### config.mk
export PLATFORM = sky130hd
export DESIGN_NAME = prio_intr_ctrl
export DESIGN_NICKNAME = d
export VERILOG_FILES = /design/src/rtl/intc_pkg.sv /design/src/rtl/intc_prio_arb.sv /design/src/rtl/prio_intr_ctrl.sv
export SDC_FILE = /design/constraint.sdc
export NUM_CORES = 1
export LEC_CHECK = 0
export CORE_ASPECT_RATIO = 1.4
export CORE_MARGIN = 10
export CORE_UTILIZATION = 30
export DETAILED_ROUTE_END_ITERATION = 12
export SLEW_MARGIN = 10
export SYNTH_ARGS = -nofsm -noshare
export SYNTH_HDL_FRONTEND = slang
export SYNTH_SLANG_ARGS = --single-unit
### constraint.sdc
create_clock -name clk -period 41.8 [get_ports clk]
set_input_delay 8.36 -clock clk [delete_from_list [all_inputs] [get_ports clk]]
set_output_delay 8.36 -clock clk [all_outputs]
set_load 0.02 [all_outputs]
### src/rtl/intc_pkg.sv
`default_nettype none
// ----------------------------------------------------------------------------
// intc_pkg : shared types and register-map offsets for prio_intr_ctrl
// Rev 1.0
// ----------------------------------------------------------------------------
package intc_pkg;

  typedef enum logic [0:0] {
    IDLE     = 1'b0,
    WAIT_ACK = 1'b1
  } state_t;

  // Control register word indices, relative to the end of the PRIO array.
  localparam int unsigned ENABLE_OFS = 0;
  localparam int unsigned MODE_OFS   = 1;
  localparam int unsigned PEND_OFS   = 2;
  localparam int unsigned THR_OFS    = 3;
  localparam int unsigned STAT_OFS   = 4;

  function automatic int unsigned reg_idx(input int unsigned num_src, input int unsigned ofs);
    return num_src + ofs;
  endfunction

endpackage
`default_nettype wire

### src/rtl/intc_prio_arb.sv
`default_nettype none
// ----------------------------------------------------------------------------
// intc_prio_arb : combinational highest-priority search, lowest index wins ties
// Rev 1.0
// ----------------------------------------------------------------------------
module intc_prio_arb
  import intc_pkg::*;
#(
  parameter int NUM_SRC = 16,
  parameter int PRI_W   = 4,
  parameter int ID_W    = $clog2(NUM_SRC)
) (
  input  logic [NUM_SRC-1:0]            eligible,
  input  logic [NUM_SRC-1:0][PRI_W-1:0] prio,
  output logic [ID_W-1:0]               win_id,
  output logic                          found
);

  logic [PRI_W-1:0] best;

  // Strictly-greater replacement keeps the earliest index on equal priority.
  always_comb begin
    win_id = '0;
    found  = 1'b0;
    best   = '0;
    for (int i = 0; i < NUM_SRC; i++) begin
      if (eligible[i] && (!found || (prio[i] > best))) begin
        found  = 1'b1;
        best   = prio[i];
        win_id = ID_W'(i);
      end
    end
  end

endmodule
`default_nettype wire

### src/rtl/prio_intr_ctrl.sv
`default_nettype none
// ----------------------------------------------------------------------------
// prio_intr_ctrl : prioritised interrupt controller with APB register file
// Rev 1.0
// ----------------------------------------------------------------------------
module prio_intr_ctrl
  import intc_pkg::*;
#(
  parameter int NUM_SRC = 16,
  parameter int PRI_W   = 4,
  parameter int DATA_W  = 32,
  parameter int ID_W    = $clog2(NUM_SRC),
  parameter int ADDR_W  = $clog2(NUM_SRC + 5)
) (
  input  logic              clk,
  input  logic              rstn,
  input  logic              psel,
  input  logic              penable,
  input  logic              pwrite,
  input  logic [ADDR_W-1:0] paddr,
  input  logic [DATA_W-1:0] pwdata,
  output logic [DATA_W-1:0] prdata,
  output logic              pready,
  output logic              pslverr,
  input  logic [NUM_SRC-1:0] irq_src,
  output logic              irq_valid,
  output logic [ID_W-1:0]   irq_id,
  input  logic              irq_ack
);

  localparam int unsigned PRIO_END   = NUM_SRC;
  localparam int unsigned ENABLE_IDX = reg_idx(NUM_SRC, ENABLE_OFS);
  localparam int unsigned MODE_IDX   = reg_idx(NUM_SRC, MODE_OFS);
  localparam int unsigned PEND_IDX   = reg_idx(NUM_SRC, PEND_OFS);
  localparam int unsigned THR_IDX    = reg_idx(NUM_SRC, THR_OFS);
  localparam int unsigned STAT_IDX   = reg_idx(NUM_SRC, STAT_OFS);

  logic [NUM_SRC-1:0][PRI_W-1:0] prio_q;
  logic [NUM_SRC-1:0]            enable_q;
  logic [NUM_SRC-1:0]            mode_q;
  logic [NUM_SRC-1:0]            pending_q;
  logic [NUM_SRC-1:0]            src_d;
  logic [PRI_W-1:0]              thr_q;
  state_t                        state;

  logic                          access;
  logic [31:0]                   idx;
  logic                          bus_err;
  logic                          wr_en;
  logic [DATA_W-1:0]             rd_mux;
  logic [NUM_SRC-1:0]            edge_set;
  logic [NUM_SRC-1:0]            w1c;
  logic [NUM_SRC-1:0]            ack_clr;
  logic [NUM_SRC-1:0]            pending_nxt;
  logic [NUM_SRC-1:0]            eligible;
  logic [ID_W-1:0]               win_id;
  logic                          win_found;
  logic                          unused_wdata;

  assign unused_wdata = ^pwdata;

  assign access  = psel & penable;
  assign idx     = 32'(paddr);
  assign bus_err = (idx > STAT_IDX) | (pwrite & (idx == STAT_IDX));
  assign wr_en   = access & pwrite & ~bus_err;
  assign pready  = rstn & access;
  assign pslverr = rstn & access & bus_err;

  always_comb begin
    rd_mux = '0;
    if (idx < PRIO_END) begin
      rd_mux[PRI_W-1:0] = prio_q[paddr[ID_W-1:0]];
    end else if (idx == ENABLE_IDX) begin
      rd_mux[NUM_SRC-1:0] = enable_q;
    end else if (idx == MODE_IDX) begin
      rd_mux[NUM_SRC-1:0] = mode_q;
    end else if (idx == PEND_IDX) begin
      rd_mux[NUM_SRC-1:0] = pending_q;
    end else if (idx == THR_IDX) begin
      rd_mux[PRI_W-1:0] = thr_q;
    end else if (idx == STAT_IDX) begin
      rd_mux[ID_W:0] = {irq_valid, irq_id};
    end
  end

  // Edge sources latch until cleared; a fresh edge beats a same-cycle clear.
  // Level sources simply track the sampled line.
  always_comb begin
    edge_set    = irq_src & ~src_d & mode_q;
    w1c         = (wr_en && (idx == PEND_IDX)) ? (pwdata[NUM_SRC-1:0] & mode_q) : '0;
    ack_clr     = (state == WAIT_ACK && irq_ack)
                  ? (({{(NUM_SRC-1){1'b0}}, 1'b1} << irq_id) & mode_q) : '0;
    pending_nxt = (~mode_q & irq_src)
                | (mode_q & (edge_set | (pending_q & ~(w1c | ack_clr))));
  end

  for (genvar gi = 0; gi < NUM_SRC; gi++) begin : g_elig
    assign eligible[gi] = pending_q[gi] & enable_q[gi] & (prio_q[gi] > thr_q);
  end

  intc_prio_arb #(
    .NUM_SRC (NUM_SRC),
    .PRI_W   (PRI_W),
    .ID_W    (ID_W)
  ) u_arb (
    .eligible (eligible),
    .prio     (prio_q),
    .win_id   (win_id),
    .found    (win_found)
  );

  always_ff @(posedge clk) begin
    if (!rstn) begin
      prio_q    <= '0;
      enable_q  <= '0;
      mode_q    <= '0;
      thr_q     <= '0;
      pending_q <= '0;
      src_d     <= '0;
      prdata    <= '0;
    end else begin
      src_d     <= irq_src;
      pending_q <= pending_nxt;
      if (wr_en) begin
        if (idx < PRIO_END) begin
          prio_q[paddr[ID_W-1:0]] <= pwdata[PRI_W-1:0];
        end else if (idx == ENABLE_IDX) begin
          enable_q <= pwdata[NUM_SRC-1:0];
        end else if (idx == MODE_IDX) begin
          mode_q <= pwdata[NUM_SRC-1:0];
        end else if (idx == THR_IDX) begin
          thr_q <= pwdata[PRI_W-1:0];
        end
      end
      if (access) begin
        if (bus_err) begin
          prdata <= '0;
        end else if (!pwrite) begin
          prdata <= rd_mux;
        end
      end
    end
  end

  // Presented interrupt is frozen until acknowledged; no preemption.
  always_ff @(posedge clk) begin
    if (!rstn) begin
      state     <= IDLE;
      irq_valid <= 1'b0;
      irq_id    <= '0;
    end else begin
      case (state)
        IDLE: begin
          if (win_found) begin
            irq_id    <= win_id;
            irq_valid <= 1'b1;
            state     <= WAIT_ACK;
          end
        end
        WAIT_ACK: begin
          if (irq_ack) begin
            irq_valid <= 1'b0;
            state     <= IDLE;
          end
        end
        default: begin
          irq_valid <= 1'b0;
          state     <= IDLE;
        end
      endcase
    end
  end

endmodule
`default_nettype wire

==> summary.txt <==
CTS
  • Hold_buf cts: 0
  • TritonCTS clock tree: done
  • Post-CTS Resized: 0
  • Clock Sinks: about 150
  • Root Driver: clkbuf_16
  • Post-CTS setup repair buffer count: 0
  • Skew-Pair Late Insertion Delay: around 0.45 ns
  • Num CTS Buffers: 17
  • Max clock buf depth: 2
  • H-tree depth: 4
  • Clk pin slew, worst setup/hold paths: about 0.070 ns

Floorplan
  • Core Box Area: between 30000 and 40000 um^2
  • # rows: 84
  • Die Y: 250 um
  • Die X: approximately 180 um
  • Initial Util: approximately 30%
  • I/O Pins: between 90 and 100
  • Die Area: 45900 um^2

Setup path
  • Startpoint Class: register
  • Worst setup path startpoint: thr_q[3]
  • Critical Path Most Common Cell: ha_1
  • Crit path largest cell delay: about 0.67 ns
  • Family with the most delay on the worst path: compound AO/OA/AOI/OAI gates
  • R2R Setup Slk: 15.12 ns
  • Worst path slowest cell: a2111oi_0
  • Crit path to: irq_id[3]
  • CP endpoint kind: register
  • CP Data Arrival Time: ~27 ns
  • Crit path required time: around 42 ns
  • Reg-to-Reg End: irq_id[3]
  • Worst r2r path cells: approximately 120
  • Worst Setup Path Type: reg2reg
  • Crit path max fanout: 13
  • Buf+Inv Stages, Crit Path: 8
  • CP Depth: ~120
  • Launching point of the worst reg2reg path: thr_q[3]

Synthesis
  • Post-synth top flop: dfxtp_1
  • Post-synth cell types: just over 80
  • Syn Inst Count: 1343
  • Cell area after synthesis: around 11000 um^2
  • Synth top cells by count: 173 x nand2_1, 154 x dfxtp_1, 117 x ha_1
  • Post-synth top area cell: dfxtp_1
  • Sequential area share after synthesis: a little over a quarter
  • Async S/R FF share, synth: 0%
  • Most common cell in the netlist: nand2_1
  • Post-synth EDFFs: 0
  • Syn_area_per_cell: ~8.4 um^2
  • Area contributors post-synth: dfxtp_1 27%, ha_1 13%, nand2_1 5.8%
  • Yosys reg bits: 154
  • Post-synth top area share: a little over a quarter
  • Synth warnings: 0

Outcome
  • Outcome: finished clean

Power
  • Pint: 246 uW
  • Logic pwr share: 6.0%
  • Leak: 0.00481 uW
  • Net Sw Frac: between 20 and 30%
  • Power consumption: 329 uW
  • Net switching power: ~83 uW
  • Seq pwr share: between 40% and 50%
  • Peak VDD IR: around 0.000027 V
  • Clock share of power: 48.4%
  • Power per Cell Area: between 20 and 30 nW/um^2

Timing
  • Fmax: between 0.03 and 0.04 GHz
  • RSZ-0062 raised after global routing: no
  • Worst Tran Pin Value: 1.22 ns
  • Final Hold Fails: 0
  • Number of setup violations in the final report: 0
  • Slew HR: between 10% and 20%
  • Fin Clk Skew: roughly 0.0088 ns
  • Final critical-path setup slack: ~15 ns
  • Max Slew Vio Count: 0
  • WHS: between 0.4 and 0.5 ns
  • Final setup TNS: 0 ns
  • Min Tclk post-route: approximately 27 ns
  • Tcrit/Tclk final: between 60% and 70%

Detailed routing
  • DRT iter0 DRCs: roughly 720
  • 1st-pass router iterations: 5
  • WL/cell: about 20 um
  • Post-Route WL: 37300 um
  • Vias/cell: 5.54
  • DRC: 0
  • Routed Antenna Nets: 0
  • Vias: between 10000 and 15000

Cells and area
  • ANT cells: 0
  • Layout Area Growth over Synthesis: 14.9%
  • Multi-input gate area: 7720 um^2
  • Final Net Count: roughly 1600
  • FILL cells: 3987
  • Reg area: a little over 3000 um^2
  • Final non-filler cell total: 1867
  • Layout cell share with drive strength beyond 1: 7.60%

GRT
  • Vias in the first global route: slightly above 10000
  • Initial antenna violation count: 0
  • Grt ovf: 0
  • Largest net degree at the start of global routing: 79
  • GR Util All Layers: 16.1%
  • First-pass GRT wire length: approximately 60000 um

Place
  • Post-DP HPWL: between 20000 and 30000 um
  • Gpl congestion: 0.906
  • Pre-CTS WS: 15.39 ns
  • DP Cell Count: between 1500 and 2000
  • Port Buffers: 65

Flow run
  • Max_cap viols: 0

Min path
  • Min-delay worst type: reg2reg
-- state kept, by name, summed over array words and instances (netlist names) --
register / cells
enable_q: 16
irq_id: 4
irq_valid: 1
mode_q: 16
pending_q: 16
prdata: 16
prio_q: 64
src_d: 16
state: 1
thr_q: 4
-- worst min-delay path: stages (launching register included) --
cell and delay, ns:
dfxtp_1 0.30, nand2_1 0.05, a21o_1 0.09
-- cell usage in the layout (no fill, tap or decap), types with 30 or more instances in the layout --
master	count
nand2_1	173
a21boi_0	56
o21ai_0	33
nor2b_1	89
clkdlybuf4s50_1	64
o21a_1	30
dfxtp_1	154
ha_1	117
nor2_1	45
mux2i_1	47
a21o_1	31
inv_1	57
a21oi_1	76
nand3_1	67
-- final cells by class --
class / instances / area share (%)
multi-input combinational: 1069 / 59.5
sequential: 154 / 23.8
timing repair buffer: 82 / 5.98
tap: 473 / 4.56
clock buffer: 17 / 3.28
inverter: 57 / 1.65
clock inverter: 15 / 1.27
-- stage by stage --
step / util, % / cell area, um^2
3_3_place_gp: 33.1 / 12400
3_5_place_dp: 33.1 / 12400
5_1_grt: 34.7 / 13000
4_1_cts: 34.7 / 13000
6_report: 34.7 / 13000
2_1_floorplan: - / 11300
-- logic make-up after synthesis --
group	share of synthesized area [%]
buf+inv	5.05
mux	8.86
compound gates	23.7
flops	27.3
other cells	0.0332
fa+ha+maj	13.0
simple gates	22.1
-- worst min path at each step --
stage                     startpoint             to  slack, ns  cells past startpoint
after floorplan            src_d[15]  pending_q[15]       0.45                      2
after global placement      src_d[9]   pending_q[9]       0.45                      2
after detailed placement   src_d[12]  pending_q[12]       0.46                      2
after CTS                   src_d[5]   pending_q[5]       0.47                      2
after global routing       src_d[15]  pending_q[15]       0.49                      2
final                      src_d[12]  pending_q[12]       0.47                      2
-- routing by layer --
| layer | global-route usage (%) | up-vias | wire, um |
|---|---|---|---|
| met1 | 18.1 | 4937 | 15000 |
| met3 | 3.55 | 82 | 2170 |
| met4 | 8.03 | 0 | 1610 |
| met2 | 27.9 | 335 | 18500 |
| met5 | 0 | - | 0 |
| li1 | - | 4980 | - |
-- power by group through the flow --
stage / logic, uW / registers [uW] / clock network [uW]
floorplan: 12.5 / 153 / 0
global placement: 19.5 / 153 / 0
detailed placement: 19.7 / 153 / 0
CTS: 19.7 / 150 / 162
global route: 21.3 / 150 / 168
finish: 19.9 / 150 / 159
(Power assumes the default switching activity.)
==> RTL edit 1, RTL diff (same flow settings) <==
Reset style: asynchronous (`rstn`), changed in 2 clocked blocks.
--- a/src/rtl/prio_intr_ctrl.sv
+++ b/src/rtl/prio_intr_ctrl.sv
@@ -111,3 +111,3 @@
 
-  always_ff @(posedge clk) begin
+  always_ff @(posedge clk or negedge rstn) begin
     if (!rstn) begin
@@ -145,3 +145,3 @@
   // Presented interrupt is frozen until acknowledged; no preemption.
-  always_ff @(posedge clk) begin
+  always_ff @(posedge clk or negedge rstn) begin
     if (!rstn) begin
Behaviour: differs if rstn is asserted again (counterexample within 4 cycles, from zero or initial values and one cycle with rstn low); with rstn held inactive, the same outputs for 4 cycles.
==> RTL edit 1 against the unedited design <==
  * Sequential cell count stayed put
  * Synthesized cell count is 14% lower
  * Global-route usage is 0.55 points lower
  * Wire length is 4.5% lower
  * Largest cell class unchanged
  * Final area is 0.68% higher
  * Via count is 8.0% lower
  * Clock skew is 0.0020 ns lower
  * Non-clock buffer count is 6 lower
  * Count of clock-buffer cells in the layout is 2 higher
  * Synthesized area is 0.79% higher
  * Worst setup slack worse by 0.88 ns
Power is not compared: it rests on default switching activity, and its combinational part moved more than twofold at a synthesized area within 25%.
==> RTL edit 1: results (changes against the unedited design) <==
metric,value,unit,change
status,completed,,
crit_path_start,thr_q[2]$_DFFE_PN0P_,,
yosysSeqAreaShare,33.9,%,+6.6 points
crit_arrival,27.89,ns,+0.89 ns
finClkSkew,0.00671,ns,-0.00204 ns
final.min_clock_period,27.57,ns,+0.883 ns
post-dp-hpwl,27200,um,-4.4%
rrSetupSlack,14.23,ns,-0.88 ns
via_per_inst,5.61,,+1.3%
dpl_worst_slack,14.52,ns,-0.876 ns
drive_above_1_share,15.2,%,+7.6 points
grt_pass1_vias,9854,,-3.0%
met3_usage,3.00,%,-0.55 points
num_vias,9508,,-8.0%
layout.nets,1387,,-11%
synth_top_area_cell,dfrtp_1,,
critical_path.slowest_cell,o32ai_2,,
grt_use_met1,17.0,%,-1.1 points
grt_pass1_wl,56300,um,-3.4%
synth.distinct_cells,86,,+4.9%
wl_per_cell,21.0,um,+5.2%
wl_met2,18900,um,+1.8%
synth_area_per_cell,9.85,um2,+17%
drtIter0Drc,676,,-6.5%
grt_usage,15.6,%,-0.55 points
min_to,pending_q[6]$_DFF_PN0_,,
m1WireLength,14000,um,-6.9%
## RTL edit 1: layout make-up
cell class / count / share of cell area (%)
multi-input combinational: 904 / 54.3
sequential: 154 / 29.5
timing repair buffer: 76 / 5.62
tap: 473 / 4.53
clock buffer: 19 / 3.39
inverter: 58 / 1.67
clock inverter: 12 / 0.958
## RTL edit 1: cells by family after synthesis
logic type               after synthesis  synth area share [%]
AO/OA/AOI/OAI                        321                  20.3
buffers and inverters                112                  4.37
adder cells (fa/ha/maj)              119                  13.0
multiplexers                         123                  14.2
AND/OR/NAND/NOR                      325                  14.2
other                                  1                0.0330
flip-flops                           154                  33.9
## RTL edit 1: power groups by stage
stage | clock, uW | sequential [uW] | combinational [uW]
3_3_place_gp | 0 | 179 | 83.3
2_1_floorplan | 0 | 174 | 53.1
4_1_cts | 155 | 177 | 86.4
6_report | 152 | 177 | 86.2
5_1_grt | 161 | 178 | 94.8
3_5_place_dp | 0 | 179 | 85.7
==> RTL edit 2, RTL diff (same flow settings) <==
Without the edit above. Change the package constant `ENABLE_OFS` from 0 to 1.
--- a/src/rtl/intc_pkg.sv
+++ b/src/rtl/intc_pkg.sv
@@ -13,3 +13,3 @@
   // Control register word indices, relative to the end of the PRIO array.
-  localparam int unsigned ENABLE_OFS = 0;
+  localparam int unsigned ENABLE_OFS = 1;
   localparam int unsigned MODE_OFS   = 1;
Behaviour: not the same (a bounded check fails within 4 cycles, from zero or initial values and one cycle with rstn low).
==> RTL edit 2 against the unedited design <==
  * Final area shrank 11%
  * Worst setup slack worse by 0.53 ns
  * Wire length decreased by 16%
  * Largest power group unchanged
  * Synthesized area down 13%
  * Power down 12%
  * Sequential cell count fell by 32
  * Clock skew is essentially flat
  * Utilization grew 0.77 points
==> RTL edit 2: results (changes against the unedited design) <==
metric,value,unit,change
synthTopCellsByCount,"dfxtp_1, ha_1, nor2b_1, nand2_1, mux2i_1",,
max-vdd-ir-drop,23.0,uV,-15%
via_per_inst,5.36,,-3.1%
cpPeakStageDelay,0.98,ns,+0.31 ns
dpl_cell_area,0.0109,mm2,-12%
crit_arrival,27.51,ns,+0.51 ns
drtIter0Drc,467,,-35%
grt_pass1_wl,49400,um,-15%
grt_use_met1,16.2,%,-2.0 points
worst-r2r-cell-count,121,,-2.4%
cts_buffer_depth,2,,unchanged
area_delta_synth_final,16.5,%,
min_period_over_period,65.1,%,+1.3 points
dpl_worst_slack,14.97,ns,-0.425 ns
critical_path.slowest_cell,o41ai_2,,
tightest_slew,1.14,ns,-0.0787 ns
fillCellCount,3372,,-15%
largest_register_ffs,64,,unchanged
synth.distinct_cells,88,,+7.3%
place_congestion,0.884,,-2.5%
grt_usage,15.4,%,-0.75 points
ys.warnings.count,0,,unchanged
p_leak,0.00426,uW,-11%
hold_start,prio_q[0]$_SDFFE_PN0P_,,
drive_above_1_share,8.04,%,+0.43 points
postRouteWirelength,31300,um,-16%
post-dp-hpwl,23600,um,-17%
grt_max_degree,78,,-1.3%
yosysSeqAreaShare,24.8,%,-2.5 points
critical_path.startpoint_type,flip-flop,,
r2r-end,irq_id[3]$_SDFFE_PN0P_,,
worstReg2RegStart,prio_q[3]$_SDFFE_PN0P_,,
root_buffer,clkbuf_16,,
finClkSkew,0.00895,ns,+0.000195 ns
met3_usage,2.29,%,-1.3 points
grt.met2_usage,30.3,%,+2.4 points
grt_pass1_vias,8929,,-12%
layout.nets,1345,,-14%
synth_area_leaders,"dfxtp_1, ha_1, mux2i_1",,
clkLatencyLatePin,0.43,ns,-0.02 ns
end_kind,flip-flop,,
status,completed,,
path_max_fanout,15,,+2
## RTL edit 2: cell types whose count changed after synthesis, sizes merged, moves of 19 or more
| cell | delta |
|---|---|
| nand3 | -35 |
| a21boi | -38 |
| mux2i | +24 |
| nand2 | -89 |
| clkbuf | -22 |
| a21oi | -19 |
| dfxtp | -32 |
## RTL edit 2: critical path: cells and delay by family (launching register included)
family / cells / cell delay (ns)
flip-flops: 1 / 0.45
buffers and inverters: 6 / 0.42
multiplexers: 4 / 1.46
adder cells (fa/ha/maj): 18 / 5.20
AO/OA/AOI/OAI: 65 / 15.34
AND/OR/NAND/NOR: 28 / 4.20
## RTL edit 2: cell families (layout without fill, tap and decap cells)
| logic type | count (synthesis) | in the layout | synth area share [%] |
|---|---|---|---|
| adders and majority gates | 120 | 120 | 15.2 |
| other | 1 | 16 | 0.0380 |
| and+or+nand+nor | 364 | 364 | 20.0 |
| AOI/OAI and AO/OA | 291 | 291 | 21.7 |
| DFF | 122 | 122 | 24.8 |
| buffers and inverters | 128 | 170 | 5.64 |
| muxes | 99 | 99 | 12.7 |
## RTL edit 2: through the flow
step           std cells  util [%]  hold slack [ns]
2_1_floorplan       1140         -            0.454
3_3_place_gp        1590      33.5            0.470
3_5_place_dp        1590      33.5            0.474
4_1_cts             1622      35.4            0.483
5_1_grt             1622      35.4            0.513
6_report            1622      35.4            0.480
## RTL edit 2: routing by layer
metal	vias to the layer above	share of wire, %
li1	4208	-
met1	4225	40
met2	219	54
met3	48	3.7
met4	0	2.5
met5	-	0
## RTL edit 2: power by group
part	internal (uW)	switching [uW]	total [uW]
sequential	117	1.02	118
clock	94.9	60.6	156
combinational	7.49	9.52	17.0
total	220	71.2	291
## RTL edit 2: how the worst min path moves through the flow
stage,endpoint,slack [ns],cells after the start
finish,prio_q[0]$_SDFFE_PN0P_,0.48,2
global route,state$_SDFF_PN0_,0.51,2
CTS,prio_q[0]$_SDFFE_PN0P_,0.48,2
detailed placement,prio_q[0]$_SDFFE_PN0P_,0.47,2
global placement,enable_q[0]$_SDFFE_PN0P_,0.47,2
floorplan,prio_q[0]$_SDFFE_PN0P_,0.45,2
## RTL edit 2: final cells by class
class	instances	share of cell area [%]
clock buffers	17	3.70
repair buffers	74	6.21
flip-flops and latches	122	21.3
inverters	64	2.09
well taps	440	4.79
clock inverters	15	1.65
multi-input cells	890	60.3
